`config.mk`:
```
export PLATFORM = sky130hd
export DESIGN_NAME = pipe_stage_skid
export DESIGN_NICKNAME = d
export VERILOG_FILES = /design/src/rtl/pipe_stage_pkg.sv /design/src/rtl/pipe_sat_cnt.sv /design/src/rtl/pipe_stage_skid.sv
export SDC_FILE = /design/constraint.sdc
export NUM_CORES = 1
export LEC_CHECK = 0
export CAP_MARGIN = 40
export CORE_ASPECT_RATIO = 0.5
export CORE_MARGIN = 2
export CORE_UTILIZATION = 25
export CTS_CLUSTER_SIZE = 28
export DETAILED_ROUTE_END_ITERATION = 6
export PLACE_DENSITY = 0.43
export SLEW_MARGIN = 20
export SYNTH_ARGS = -nofsm -noshare
export SYNTH_HDL_FRONTEND = slang
export SYNTH_HIERARCHICAL = 1
export SYNTH_SLANG_ARGS = --single-unit
```
`constraint.sdc`:
```
create_clock -name i_clk -period 2.9 [get_ports i_clk]
set_clock_uncertainty 0.1 [all_clocks]
set_input_delay 0.725 -clock i_clk [delete_from_list [all_inputs] [get_ports i_clk]]
set_output_delay 0.725 -clock i_clk [all_outputs]
set_load 0.02 [all_outputs]
```
`src/rtl/pipe_stage_pkg.sv`:
```
// Shared definitions for pipeline stage registers built around a skid buffer.
// Stage instances and bench monitors share the same state encoding, so a
// probed state value means the same thing everywhere.
//   ST_EMPTY  2'b00  nothing held
//   ST_BUSY   2'b01  main register valid
//   ST_FULL   2'b11  main and skid registers valid
package pipe_stage_pkg;

   typedef enum logic [1:0] {
      ST_EMPTY = 2'b00,
      ST_BUSY  = 2'b01,
      ST_FULL  = 2'b11
   } state_t;

   // Output-valid is true in every state except EMPTY.
   function automatic logic state_has_data(input state_t st);
      return (st != ST_EMPTY);
   endfunction

endpackage

```
`src/rtl/pipe_sat_cnt.sv`:
```
// Saturating up-counter. It holds at all-ones instead of wrapping, so a long
// stall can never read back as a short one.
// Ports:
//   i_clk      in   1       clock, rising edge
//   i_reset_n  in   1       synchronous active-low clear
//   i_inc      in   1       count this cycle
//   o_count    out  NB_CNT  current count
module pipe_sat_cnt #(
   parameter int NB_CNT = 16
) (
   input  logic              i_clk,
   input  logic              i_reset_n,
   input  logic              i_inc,
   output logic [NB_CNT-1:0] o_count
);

   localparam logic [NB_CNT-1:0] CNT_MAX = '1;

   always_ff @(posedge i_clk) begin
      if (!i_reset_n) begin
         o_count <= '0;
      end else if (i_inc && (o_count != CNT_MAX)) begin
         o_count <= o_count + NB_CNT'(1);
      end
   end

endmodule

```
`src/rtl/pipe_stage_skid.sv`:
```
// Generic pipeline stage register with a valid/ready handshake and a 2-entry
// skid buffer. The upstream ready depends only on registered state, so
// downstream backpressure never has a combinational path to upstream. Also
// provides flush, a debug-unit freeze and a saturating stall counter.
// Ports:
//   i_clk           in   1        clock, rising edge
//   i_reset_n       in   1        synchronous active-low reset
//   i_dunit_clk_en  in   1        0 = freeze (debug halt/step)
//   i_flush         in   1        drop held and incoming data
//   i_in_valid      in   1        upstream has data
//   i_in_data       in   NB_DATA  upstream payload
//   o_in_ready      out  1        stage accepts this cycle
//   o_out_valid     out  1        stage presents payload
//   o_out_data      out  NB_DATA  payload, all-zeros when not valid
//   i_out_ready     in   1        downstream accepts this cycle
//   o_stall_cnt     out  NB_CNT   enabled cycles with valid & !ready
//
// state    | meaning
// ---------+-----------------------------------------------
// ST_EMPTY | nothing held, output is a zero bubble
// ST_BUSY  | main register holds the presented beat
// ST_FULL  | main presented, skid holds the next beat
module pipe_stage_skid
   import pipe_stage_pkg::*;
#(
   parameter int NB_DATA = 64,
   parameter int NB_CNT  = 16
) (
   input  logic               i_clk,
   input  logic               i_reset_n,
   input  logic               i_dunit_clk_en,
   input  logic               i_flush,
   input  logic               i_in_valid,
   input  logic [NB_DATA-1:0] i_in_data,
   output logic               o_in_ready,
   output logic               o_out_valid,
   output logic [NB_DATA-1:0] o_out_data,
   input  logic               i_out_ready,
   output logic [NB_CNT-1:0]  o_stall_cnt
);

   state_t             state;
   logic [NB_DATA-1:0] main_data;
   logic [NB_DATA-1:0] skid_data;
   logic               skid_valid;
   logic               acc;
   logic               take;
   logic               stall_inc;

   assign skid_valid  = (state == ST_FULL);
   assign o_in_ready  = i_reset_n & ~skid_valid & i_dunit_clk_en;
   assign o_out_valid = state_has_data(state);
   // main_data is cleared on every path into EMPTY, so the bubble reads zero.
   assign o_out_data  = main_data;

   // Both terms are gated by the enable, so a freeze falls through to "hold".
   assign acc  = i_in_valid & o_in_ready;
   assign take = o_out_valid & i_out_ready & i_dunit_clk_en;

   assign stall_inc = i_dunit_clk_en & o_out_valid & ~i_out_ready & ~i_flush;

   always_ff @(posedge i_clk) begin
      if (!i_reset_n) begin
         state     <= ST_EMPTY;
         main_data <= '0;
         skid_data <= '0;
      end else if (i_flush) begin
         state     <= ST_EMPTY;
         main_data <= '0;
         skid_data <= '0;
      end else begin
         case (state)
            ST_EMPTY: begin
               if (acc) begin
                  state     <= ST_BUSY;
                  main_data <= i_in_data;
               end
            end
            ST_BUSY: begin
               if (acc && !take) begin
                  state     <= ST_FULL;
                  skid_data <= i_in_data;
               end else if (acc && take) begin
                  main_data <= i_in_data;
               end else if (take) begin
                  state     <= ST_EMPTY;
                  main_data <= '0;
               end
            end
            ST_FULL: begin
               // ready is low here, so only a take can move the state.
               if (take) begin
                  state     <= ST_BUSY;
                  main_data <= skid_data;
                  skid_data <= '0;
               end
            end
            default: begin
               state     <= ST_EMPTY;
               main_data <= '0;
               skid_data <= '0;
            end
         endcase
      end
   end

   pipe_sat_cnt #(
      .NB_CNT (NB_CNT)
   ) u_stall_cnt (
      .i_clk     (i_clk),
      .i_reset_n (i_reset_n),
      .i_inc     (stall_inc),
      .o_count   (o_stall_cnt)
   );

endmodule
```
== After elaboration in Yosys (flattened, before gate mapping) ==
Cells that the tools add are included.
Word-level totals
  register bits after elaboration: 146
  word-level logic and storage cells: 52
  input bits: 70
  output and inout bits: 82
Cells by class
  mux-type cells: 14
  add/sub/neg operators: 1
  bitwise gates (word level): 13
  reduce and logical (&&, ||, !) cells: 10
  eq/ne operators: 10
Operator list (count)
  $mux 64: 6
  $pmux 64 s3: 2
  $add 16x1->16 const B: 1
  $ne 16x16->1 const B: 1
  $mux 2: 5
  $ne 3x3->1 const B: 3
  $and 1x1->1: 8
  $reduce_and 4->1: 2
  $ne 2x2->1 const B: 3
  $pmux 2 s3: 1
  $not 1->1: 5
  $logic_and 1x1->1: 3
  $reduce_and 3->1: 1
  $eq 2x1->1 const B: 1
  $eq 2x2->1 const B: 1
  $logic_not 2->1: 1
  $ne 2x1->1 const B: 1
  $reduce_bool 2->1: 1
  $reduce_or 2->1: 1
  $logic_not 1->1: 1

== Longest topological paths before layout ==
  depth in word-level cells: 9
  depth in mapped cells: 10
  gate-level depth less buffers: 7

== By module ==
Netlist, hierarchy kept.
Modules (own cells, without submodules)
  pipe_stage_skid: instances 1, area each 5342.6 sq um, cells each 556, seq. area each 2602.5 sq um
  pipe_sat_cnt: instances 1, area each 837.1 sq um, cells each 97, seq. area each 320.3 sq um

== Worst setup path after synthesis ==
OpenSTA, ideal clock, no wires.
  path type: register to register
  start: register state[0]
  end: register u_stall_cnt.o_count[9]
  setup time: 71 ps
  slack: 340 ps
  buffers on the path: 1
  clock period less this slack: 2560 ps
  arrival: 2389 ps
  stages on the path, launching flop included: 8
  required time: 2729 ps
  path through: dfxtp_1 -> inv_1 -> ha_1 -> buf_6 -> nor4b_1 -> nand2_1 -> or4_1 -> a21oi_1
On the way
  longest elaborated chain between the ends: 5
RTL lines
  start, declared: RTL line pipe_stage_skid.sv:42  | state_t state;
  start signal, assigned: RTL line pipe_stage_skid.sv:64  | state <= ST_EMPTY;
  start signal, assigned: RTL line pipe_stage_skid.sv:68  | state <= ST_EMPTY;
  start signal, assigned: RTL line pipe_stage_skid.sv:75  | state <= ST_BUSY;
  $reduce_bool 2->1: RTL line pipe_stage_pkg.sv:17  | return (st != ST_EMPTY);
  $and 1x1->1 (3 in a row): RTL line pipe_stage_skid.sv:60  | assign stall_inc = i_dunit_clk_en & o_out_valid & ~i_out_ready & ~i_flush;
  via stall_inc: RTL line pipe_stage_skid.sv:48  | logic stall_inc;
  $logic_and 1x1->1: RTL line pipe_sat_cnt.sv:22  | end else if (i_inc && (o_count != CNT_MAX)) begin
  end signal, assigned: RTL line pipe_sat_cnt.sv:23  | o_count <= o_count + NB_CNT'(1);
  end, declared: RTL line pipe_sat_cnt.sv:14  | output logic [NB_CNT-1:0] o_count
The timed path passes the listed nets, and every way through them passes these cells.
A chain may end at the register's enable or synchronous reset.

== Final worst setup path ==
  start: input port i_reset_n
  end: output port o_in_ready
On the way
  longest elaborated chain between the ends: 2
RTL lines
  start, declared: RTL line pipe_stage_skid.sv:30  | input logic i_reset_n,
  $and 1x1->1 (2 in a row): RTL line pipe_stage_skid.sv:51  | assign o_in_ready = i_reset_n & ~skid_valid & i_dunit_clk_en;
  end, declared: RTL line pipe_stage_skid.sv:35  | output logic o_in_ready,
No other way between the ends.

==> impl_metrics.yaml <==
cts:
  cts_setup_buffers: 0
  ctsHoldBuffers: 0
  cts_buffers: 17
  cts_buffer_depth: 2
  tritoncts: "yes"
  root_buffer: "clkbuf_16"
  cts.htree.levels: 4
  clk-insertion-delay-late_ps: 430
  clock_sinks: 146
  ctsResizeCount: 1
  path_clk_slew_ps: 60
synth:
  synth-main-ff-cell: "dfxtp_1"
  syn_avg_cell_area_sq_um: 9.464
  synth_area_sq_um: 6180
  synth_cell_types: 52
  ys_async_sr_fraction: 0
  ys_ff_latch: 146
  synth-warning-count: 6
  synth-edff-count: 0
  seq_area_frac_synth: 0.4730
  syn_nets: 729
  syn_inst: 653
critical_path:
  cpPeakStageDelay_ps: 610
  cp_num_buf_inv: 2
  worstPathCellList: "clkdlybuf4s50_1 > nand2_1 > nor2_1 > clkdlybuf4s50_1"
  end_kind: "primary output"
  cpMaxStageDelayCell: "clkdlybuf4s50_1"
  path_delay_family: "buffers and inverters"
  crit_required_ps: 2080
  crit_top_cell: "clkdlybuf4s50_1"
  critPathMaxFanout: 2
  worstSetupPathType: "input pin to primary output"
  cp.arrival_ps: 1950
  crit_path_start_kind: "input pin"
timing:
  fin_setup_tns_ps: 0
  fin_crit_ps: 2774
  max_slew.worst_pin.slew_ps: 797.7
  hold_viol_final: 0
  whs_ps: 361.7
  rsz0062_at_grt: "false"
  relSlewSlack: 0.4682
  max_freq_mhz: 360.5
  fin_crit_sh: 0.9564
  final-setup-viol-count: 0
  slew_viol_final: 0
global_routing:
  grt_max_degree: 65
  grt_pass1_vias: 5719
  track_usage: 0.1645
  overflow: 0
  grt_pass1_wl_microns: 32840
  antenna_found_initial: 0
detailed_routing:
  drc: 0
  top_layer_used: "met4"
  via_per_inst: 5.178
  vias: 5862
  drtPass1Iterations: 5
  wl_met2_microns: 9666
  drtAntennaViolNets: 0
  wirelength_microns: 21140
  drt_iter0_markers: 325
  routedWlPerCell_microns: 18.67
  met3_length_microns: 893
  met1Wirelength_microns: 10430
worst_hold_path:
  min_path_type: "register to register"
place:
  dp_hpwl_microns: 13120
  gp_congestion: 0.7435
  port_buffers: 151
  place_inst: 1101
power:
  p_per_area_nw_per_um2: 598.0
  vdd_drop_max_mv: 0.2925
  p_leak_uw: 0.002868
finish:
  n_antenna_cell: 0
  drive_gt1_frac: 0.09673
  final_nets: 860
  post-route-util: 0.3616
  syn2layout_area_growth_pct: 41.14
  fin_cells: 1132
floorplanning:
  dieArea_sq_um: 26070
  start_util: 0.2562
  die-width_microns: 226.3
  ios: 152
  core_area_sq_um: 24120
  num_rows: 40
  die_h_microns: 115.2
status:
  status: "finished clean"
job:
  cap_viol_max_count: 0
-- logic make-up after synthesis --
kind of cell | share of synthesized area
compound gates | 0.3098
xor+xnor | 0.002835
fa+ha+maj | 0.01215
buf+inv | 0.06459
flops | 0.4730
mux | 0.006479
simple gates | 0.1312
-- layout by cell type, fill, tap and decap left out, types with 3 or more instances in the layout --
cell type        count
dfxtp_1            146
buf_4               25
ha_1                 3
o31ai_1              5
and4_1               3
or4_1                5
nor4_1               3
clkbuf_8             4
nand2_1             13
o21ai_0             56
buf_12               6
bufinv_16            3
o2bb2ai_1           64
clkinv_2             3
clkdlybuf4s50_1    151
a21oi_1             74
nand4_1             67
nor2_1               9
mux2i_1              4
inv_1                8
nand3_1              7
o21ai_1             12
a22oi_1             64
clkbuf_16           17
-- path summary, 6_finish.rpt --
path | slack, ps | cells after the start | end | from
max | 130 | 4 | o_in_ready | i_reset_n
min | 360 | 1 | o_out_data[53] | o_out_data[53]
max reg2reg | 520 | 7 | u_stall_cnt/o_count[9] | state[0]
min reg2reg | 360 | 1 | o_out_data[53] | o_out_data[53]
-- registers in the layout, summed over array words and instances, names as in the netlist --
register             cells
o_out_data              64
u_stall_cnt/o_count     16
state                    2
skid_data               64
-- stage by stage --
step	instance area [sq um]	total power, uW	setup slack (ps)
2_1_floorplan	6180	2542	340.1
3_3_place_gp	8107	2949	95.90
3_5_place_dp	8107	2943	96.96
4_1_cts	8722	5288	101.1
5_1_grt	8722	5443	38.19
6_report	8722	5216	126.4
-- cells in the mapped netlist, types with 2 or more instances --
library cell / count / area (sq um)
nand4_1: 67 / 419.2
nor4_1: 3 / 18.77
nand3b_1: 2 / 15.01
dfxtp_1: 146 / 2923
o2bb2ai_1: 64 / 560.5
ha_1: 6 / 75.07
o21ai_0: 56 / 280.3
and4_1: 3 / 26.28
nand2b_1: 3 / 18.77
inv_1: 8 / 30.03
or3_1: 2 / 12.51
nand2_1: 13 / 48.80
buf_2: 10 / 50.05
nor2_1: 9 / 33.78
nand3_1: 7 / 35.03
nor2_2: 2 / 12.51
a21oi_1: 74 / 370.4
o21ai_2: 2 / 17.52
or4_1: 5 / 37.54
a22oi_1: 64 / 480.5
o21ai_1: 12 / 60.06
buf_4: 7 / 52.55
clkbuf_2: 6 / 30.03
buf_6: 8 / 90.09
mux2i_1: 4 / 40.04
nor3_1: 2 / 10.01
clkbuf_1: 39 / 146.4
o31ai_1: 5 / 37.54
-- power by group --
part,switching [uW],total (uW),internal [uW]
logic,499,819,320
clock network,880,2320,1440
registers,29.2,2080,2050
total,1410,5220,3810
-- worst register-to-register path: stages (launching register included) --
cell and delay [ps]:
dfxtp_1 420, inv_1 120, ha_2 280, nor4b_1 330, buf_4 210, nand2_1 190, or4_1 520, a21oi_1 140
-- layout make-up --
class / count / area, sq um
clock buffers: 22 / 484.2
clock inverters: 9 / 128.9
fillers: 2472 / 15400
inverters: 8 / 30.03
multi-input cells: 429 / 2917
flip-flops and latches: 146 / 2923
well taps: 336 / 420.4
repair buffers: 182 / 1819
-- per-layer routing --
layer,global-route usage,vias to the layer above
met1,0.2244,2927
met2,0.2581,119
met5,0,-
met4,0.03246,0
met3,0.04983,7
li1,-,2809
Power figures use the tool's default switching activity.
